--- src/rtl/rr_arb_mux.sv ---
// Registered N-to-1 arbitrating mux: round-robin or fixed-priority grant, one registered output stage.
// One-cycle latency, full throughput; in_ready is withheld from every channel while the output beat is stalled.
module rr_arb_mux #(
  parameter int SEL_WIDTH = 2,
  parameter int W         = 32,
  parameter bit RR_MODE   = 1'b1
) (
  input  logic                   clk,
  input  logic                   rst_n,
  input  logic [(1<<SEL_WIDTH)-1:0]   in_valid,
  input  logic [(1<<SEL_WIDTH)*W-1:0] in_data,
  output logic [(1<<SEL_WIDTH)-1:0]   in_ready,
  output logic                   out_valid,
  input  logic                   out_ready,
  output logic [W-1:0]           out_data,
  output logic [SEL_WIDTH-1:0]   out_sel
);
  localparam int N = 1 << SEL_WIDTH;

  logic                 load;
  logic                 found;
  logic [SEL_WIDTH-1:0] gnt;
  logic [SEL_WIDTH-1:0] ptr;

  assign load = !out_valid || out_ready;

  // Search starts at ptr; in fixed-priority mode ptr never leaves 0, so the
  // same scan yields the lowest requesting index.
  always_comb begin : arb
    logic [SEL_WIDTH-1:0] idx;
    found = 1'b0;
    gnt   = '0;
    idx   = '0;
    for (int i = 0; i < N; i++) begin
      idx = ptr + SEL_WIDTH'(i);
      if (!found && in_valid[idx]) begin
        found = 1'b1;
        gnt   = idx;
      end
    end
  end

  always_comb begin
    in_ready = '0;
    if (rst_n && load && found) in_ready[gnt] = 1'b1;
  end

  always_ff @(posedge clk or negedge rst_n) begin
    if (!rst_n) begin
      out_valid <= 1'b0;
      out_data  <= '0;
      out_sel   <= '0;
      ptr       <= '0;
    end else if (load) begin
      if (found) begin
        out_valid <= 1'b1;
        out_data  <= in_data[gnt*W +: W];
        out_sel   <= gnt;
        if (RR_MODE) ptr <= gnt + 1'b1;
      end else begin
        out_valid <= 1'b0;
      end
    end
  end

endmodule

--- config.mk ---
export PLATFORM = sky130hd
export DESIGN_NAME = rr_arb_mux
export DESIGN_NICKNAME = d
export VERILOG_FILES = /design/src/rtl/rr_arb_mux.sv
export SDC_FILE = /design/constraint.sdc
export NUM_CORES = 1
export LEC_CHECK = 0
export ABC_CLOCK_PERIOD_IN_PS = 1800
export CORE_MARGIN = 10
export CORE_UTILIZATION = 37
export CTS_CLUSTER_SIZE = 10
export DETAILED_ROUTE_END_ITERATION = 12
export GPL_TIMING_DRIVEN = 0
export PLACE_DENSITY = 0.79
export SETUP_SLACK_MARGIN = 0.02
export SYNTH_ARGS = -nofsm -noshare
export SYNTH_HDL_FRONTEND = slang
export SYNTH_SLANG_ARGS = --single-unit
--- constraint.sdc ---
create_clock -name clk -period 1.8 [get_ports clk]
set_input_delay 0.18 -clock clk [delete_from_list [all_inputs] [get_ports clk]]
set_output_delay 0.18 -clock clk [all_outputs]
set_load 0.005 [all_outputs]
### Word level (Yosys, flattened, before mapping)

Index checks and enable logic that the tools add are counted.

| storage, ports and cells | value |
|---|---|
| word-level logic and storage cells | 47 |
| bits of input ports | 135 |
| output and inout bits | 39 |
| register bits | 37 |

| operators by class | value |
|---|---|
| magnitude comparators | 6 |
| add/subtract/negate cells | 4 |
| reduce and logical (&&, ||, !) cells | 12 |
| muxes and demuxes | 20 |
| shift operators | 1 |

Operators by type and width:

| cell | count |
|---|---|
| $shiftx 128x8->32 | 1 |
| $lt 2x3->1 const B | 5 |
| $mux 1 | 10 |
| $bmux 1 s2 | 4 |
| $mux 2 | 4 |
| $logic_and 1x1->1 | 6 |
| $add 2x1->2 const B | 2 |
| $add 2x2->2 const B | 2 |
| $logic_not 1->1 | 4 |
| $mux 4 | 1 |
| $demux 1 s2 | 1 |
| $ge 2x1->1 const B | 1 |
| $reduce_and 2->1 | 1 |
| $logic_or 1x1->1 | 1 |

### Logic depth before layout (Yosys ltp)

| logic depth | value |
|---|---|
| word-level depth | 17 |
| depth in mapped cells | 7 |
| gate-level depth less buffers | 4 |

### Least setup slack after synthesis

No wires, ideal clock.

| path | value |
|---|---|
| path kind | register -> output |
| start | register ptr[1] |
| end | output port in_ready[2] |
| buffers on the path | 2 |
| stages on the path, launching flop included | 6 |
| slack | 317 ps |
| arrival | 1303 ps |
| cells stage by stage | dfrtp_1 -> buf_4 -> o311ai_4 -> buf_6 -> nand2_1 -> nor2_1 |

| between the ends | value |
|---|---|
| word-level cells in the longest chain between the ends | 17 |
| elaborated cells on any way between the ends | 32 |

Ends and longest elaborated chain:

| element | line | RTL |
|---|---|---|
| start, declared | 23 | `logic [SEL_WIDTH-1:0] ptr;` |
| start signal, assigned | 59 | `if (RR_MODE) ptr <= gnt + 1'b1;` |
| parallel branches: the longest is 16 deep, another holds $lt 2x3->1 | - |  |
| $mux 4 (*) | 45 | `if (rst_n && load && found) in_ready[gnt] = 1'b1;` |
| end, declared | 12 | `output logic [(1<<SEL_WIDTH)-1:0] in_ready,` |

Every way passes the cells marked *. The select of a mux whose other input is x is not followed.

### Worst setup path after layout

| path | value |
|---|---|
| start | register ptr[1] |
| end | register out_data[8] |

| between the ends | value |
|---|---|
| word-level cells in the longest chain between the ends | 13 |
| elaborated cells on any way between the ends | 27 |

Ends and longest elaborated chain:

| element | line | RTL |
|---|---|---|
| parallel branches: the longest is 13 deep, another holds $add 2x1->2 | - |  |
| end signal, assigned | 57 | `out_data <= in_data[gnt*W +: W];` |
| end, declared | 15 | `output logic [W-1:0] out_data,` |

Several ways; the timed one is not identified. The select of a mux whose other input is x is not followed.
A chain may end at the register's enable or synchronous reset.

==> results.ini <==
[power]
pwr-share-comb_pct=53.5
leakagePower_uw=0.001972
cellPowerDensity_nw_per_um2=764.8
seqPwrFrac_pct=30.1
vdd_drop_max_v=0.0004029
p_clk_share_pct=16.4
intPower_uw=2443
finalPower_uw=3730
power.switching_uw=1287
sw_frac_of_total_pct=34.51

[setup_path]
crit_path_end_kind=register
r2r-start=ptr[1]$_DFFE_PN0P_
required_ns=1.95
arrival_ns=1.91
crit_start=ptr[1]$_DFFE_PN0P_
r2r_slack_ns=0.04
crit_chain=buf_6 > a21bo_4 > buf_4 > buf_2 > and3_1 > a22oi_2 > a31oi_1
reg2reg_to=out_data[8]$_DFFE_PN0P_
critPathTopFamily=compound AO/OA/AOI/OAI gates
slowest_delay_ns=0.41
setup.worst_path.class=reg2reg
critPathLaunchType=register
cp_max_fo=10
cp_slowest_cell=dfrtp_1
path_buf_inv=3
rr_worst_depth=7

[cells_and_area]
fin_nets=644
final_layout_size_suffix_gt1_share_pct=17.68
fillCellCount=591
fin_util_pct=70.62
antenna_cells=0
syn_to_final_growth_pct=81.89
finalNonFillerCells=605

[die]
fp-row-count=30
initial_core_util_pct=38.82
io_pins=174
die_w_um=105.1
core_area_um2=6907
die_y_um=105.1
die_area_um2=11050

[worst_hold_path]
holdPathStages=3
worstHoldPathType=in2reg
hold_end=out_valid$_DFFE_PN0N_
min_from=in_valid[1]

[drt]
wl_met2_um=6464
wl_per_cell_um=21.40
drc=0
drt_iter0_drc=172
ant_nets=0
route.vias.total=3422
dr.pass1.iters=4
vias_per_cell=5.656
top_layer=met4
met1Wirelength_um=5289
wl_um=12950
wl_met3_um=929

[clocking]
root_buffer=clkbuf_8
clk_pin_slew_ns=0.08
cts_buffers=5
htree_levels=2
cts.path.max_buffers=2
cts_tree=built
clock_sinks=37
insertion_delay_ns=0.29

[timing]
max_clock_freq_mhz=567.8
maxSlewHeadroom_pct=59.12
grt_setup_unrepaired=true
tns_ns=0
fin_ws_ns=0.03888
setup_viol=0
slew_violations=0
worst_pin_slew_ns=0.6133
period_needed_ns=1.761
skew_ns=0.006141
timing.final.hold_violations=0
fin_crit_sh_pct=97.84

[yosys]
synthFlopType=dfrtp_1
yosys.area.top_type_share_pct=34.53
async_reset_ff_share_pct=100.0
synth.most_common_cell=a31oi_1
synth_area_leader_cell=dfrtp_1
syn_nets=448
ys_top_cells_by_area=dfrtp_1 (35%), a31oi_1 (15%), a22oi_2 (9.3%)
synth_edf_count=0
synth_common_cells=a31oi_1 (64), nor2_1 (39), dfrtp_1 (37)
yosys_warnings=0
ys_seq_area_share_pct=34.53
synth_cell_types=30
syn_inst=313
syn_area_um2=2681
synth-seq-cells=37
syn_area_per_cell_um2=8.567

[grt]
grt_pass1_vias=3586
grt_overflow=0
grt_max_degree=37
antenna_found_initial=0
grt_pass1_wl_um=19840
grt_usage_pct=22.04

[placed_design]
gp_congestion=0.8200
placed_cells=582
io_buffers=172
dp_hpwl_um=9363
place_worst_setup_slack_ns=-0.8551

[run]
maxCapViolations=0

[status]
status=finished clean

metrics by stage:
step                      hold WS [ns]  cell area, um2
final                           0.2082            4877
after global routing            0.2184            4877
after CTS                       0.2068            4828
after detailed placement      -0.02003            4538
after global placement          0.4639            4523
after floorplan                -0.1156            2681
how the worst max path moves through the flow:
stage | end | slack [ns] | depth (start not counted)
floorplan | in_ready[2] | 0.32 | 5
global placement | in_ready[3] | -1.34 | 4
detailed placement | in_ready[3] | -0.86 | 7
CTS | in_ready[3] | -0.005 | 6
global route | out_data[8]$_DFFE_PN0P_ | -0.02 | 7
finish | out_data[8]$_DFFE_PN0P_ | 0.04 | 7
layout make-up:
cell class                 count  area (um2)  share of cell area, %
inverter                       1       3.754                0.07696
timing repair buffer         190        1868                  38.30
tap                           96       120.1                  2.463
buffer                        36       290.3                  5.952
multi-input combinational    238        1583                  32.45
sequential                    37       925.9                  18.98
clock buffer                   7       86.33                  1.770
worst reg2reg max path, stage by stage (launching register included):
cell and delay (ns):
dfrtp_1 0.41, buf_6 0.15, a21bo_4 0.25, buf_4 0.14, buf_2 0.17, and3_1 0.21, a22oi_2 0.17, a31oi_1 0.13
registers in the layout, summed over array words and instances, names as in the netlist:
register	cells
out_data	32
out_sel	2
ptr	2
out_valid	1
power groups by stage:
stage,Combinational (uW),Clock [uW],Sequential [uW]
after floorplan,818,0,1140
after global placement,1750,0,1120
after detailed placement,1780,0,1130
after CTS,1940,604,1120
after global routing,2140,642,1140
final,2000,611,1120
logic make-up (layout without fill, tap and decap cells):
group / Yosys count / after routing / synth area share [%]
AOI/OAI and AO/OA: 145 / 145 / 39.01
DFF: 37 / 37 / 34.53
buffers and inverters: 38 / 234 / 8.773
and+or+nand+nor: 93 / 93 / 17.69
cells in the final DEF, fill, tap and decap left out, types with 11 or more instances in the layout:
| master | instances |
|---|---|
| and3_1 | 33 |
| buf_2 | 11 |
| clkdlybuf4s50_1 | 164 |
| buf_4 | 18 |
| a22oi_2 | 20 |
| dfrtp_1 | 37 |
| o21ai_0 | 33 |
| a22oi_1 | 12 |
| a31oi_1 | 64 |
| nor2_1 | 39 |
metal layers:
layer	global-route usage (%)	vias up
li1	-	1588
met1	26.87	1650
met2	37.41	160
met3	5.897	24
met4	5.588	0
met5	0	-
repair_timing:
action	CTS	global route
endpoints found under the setup margin	23	25
buffers inserted	12	3
endpoints found under the hold margin	37	0
pin swaps	6	8
resized for setup	40	21
hold buffers	2	0
No activity file was read; power rests on OpenSTA's default activity.
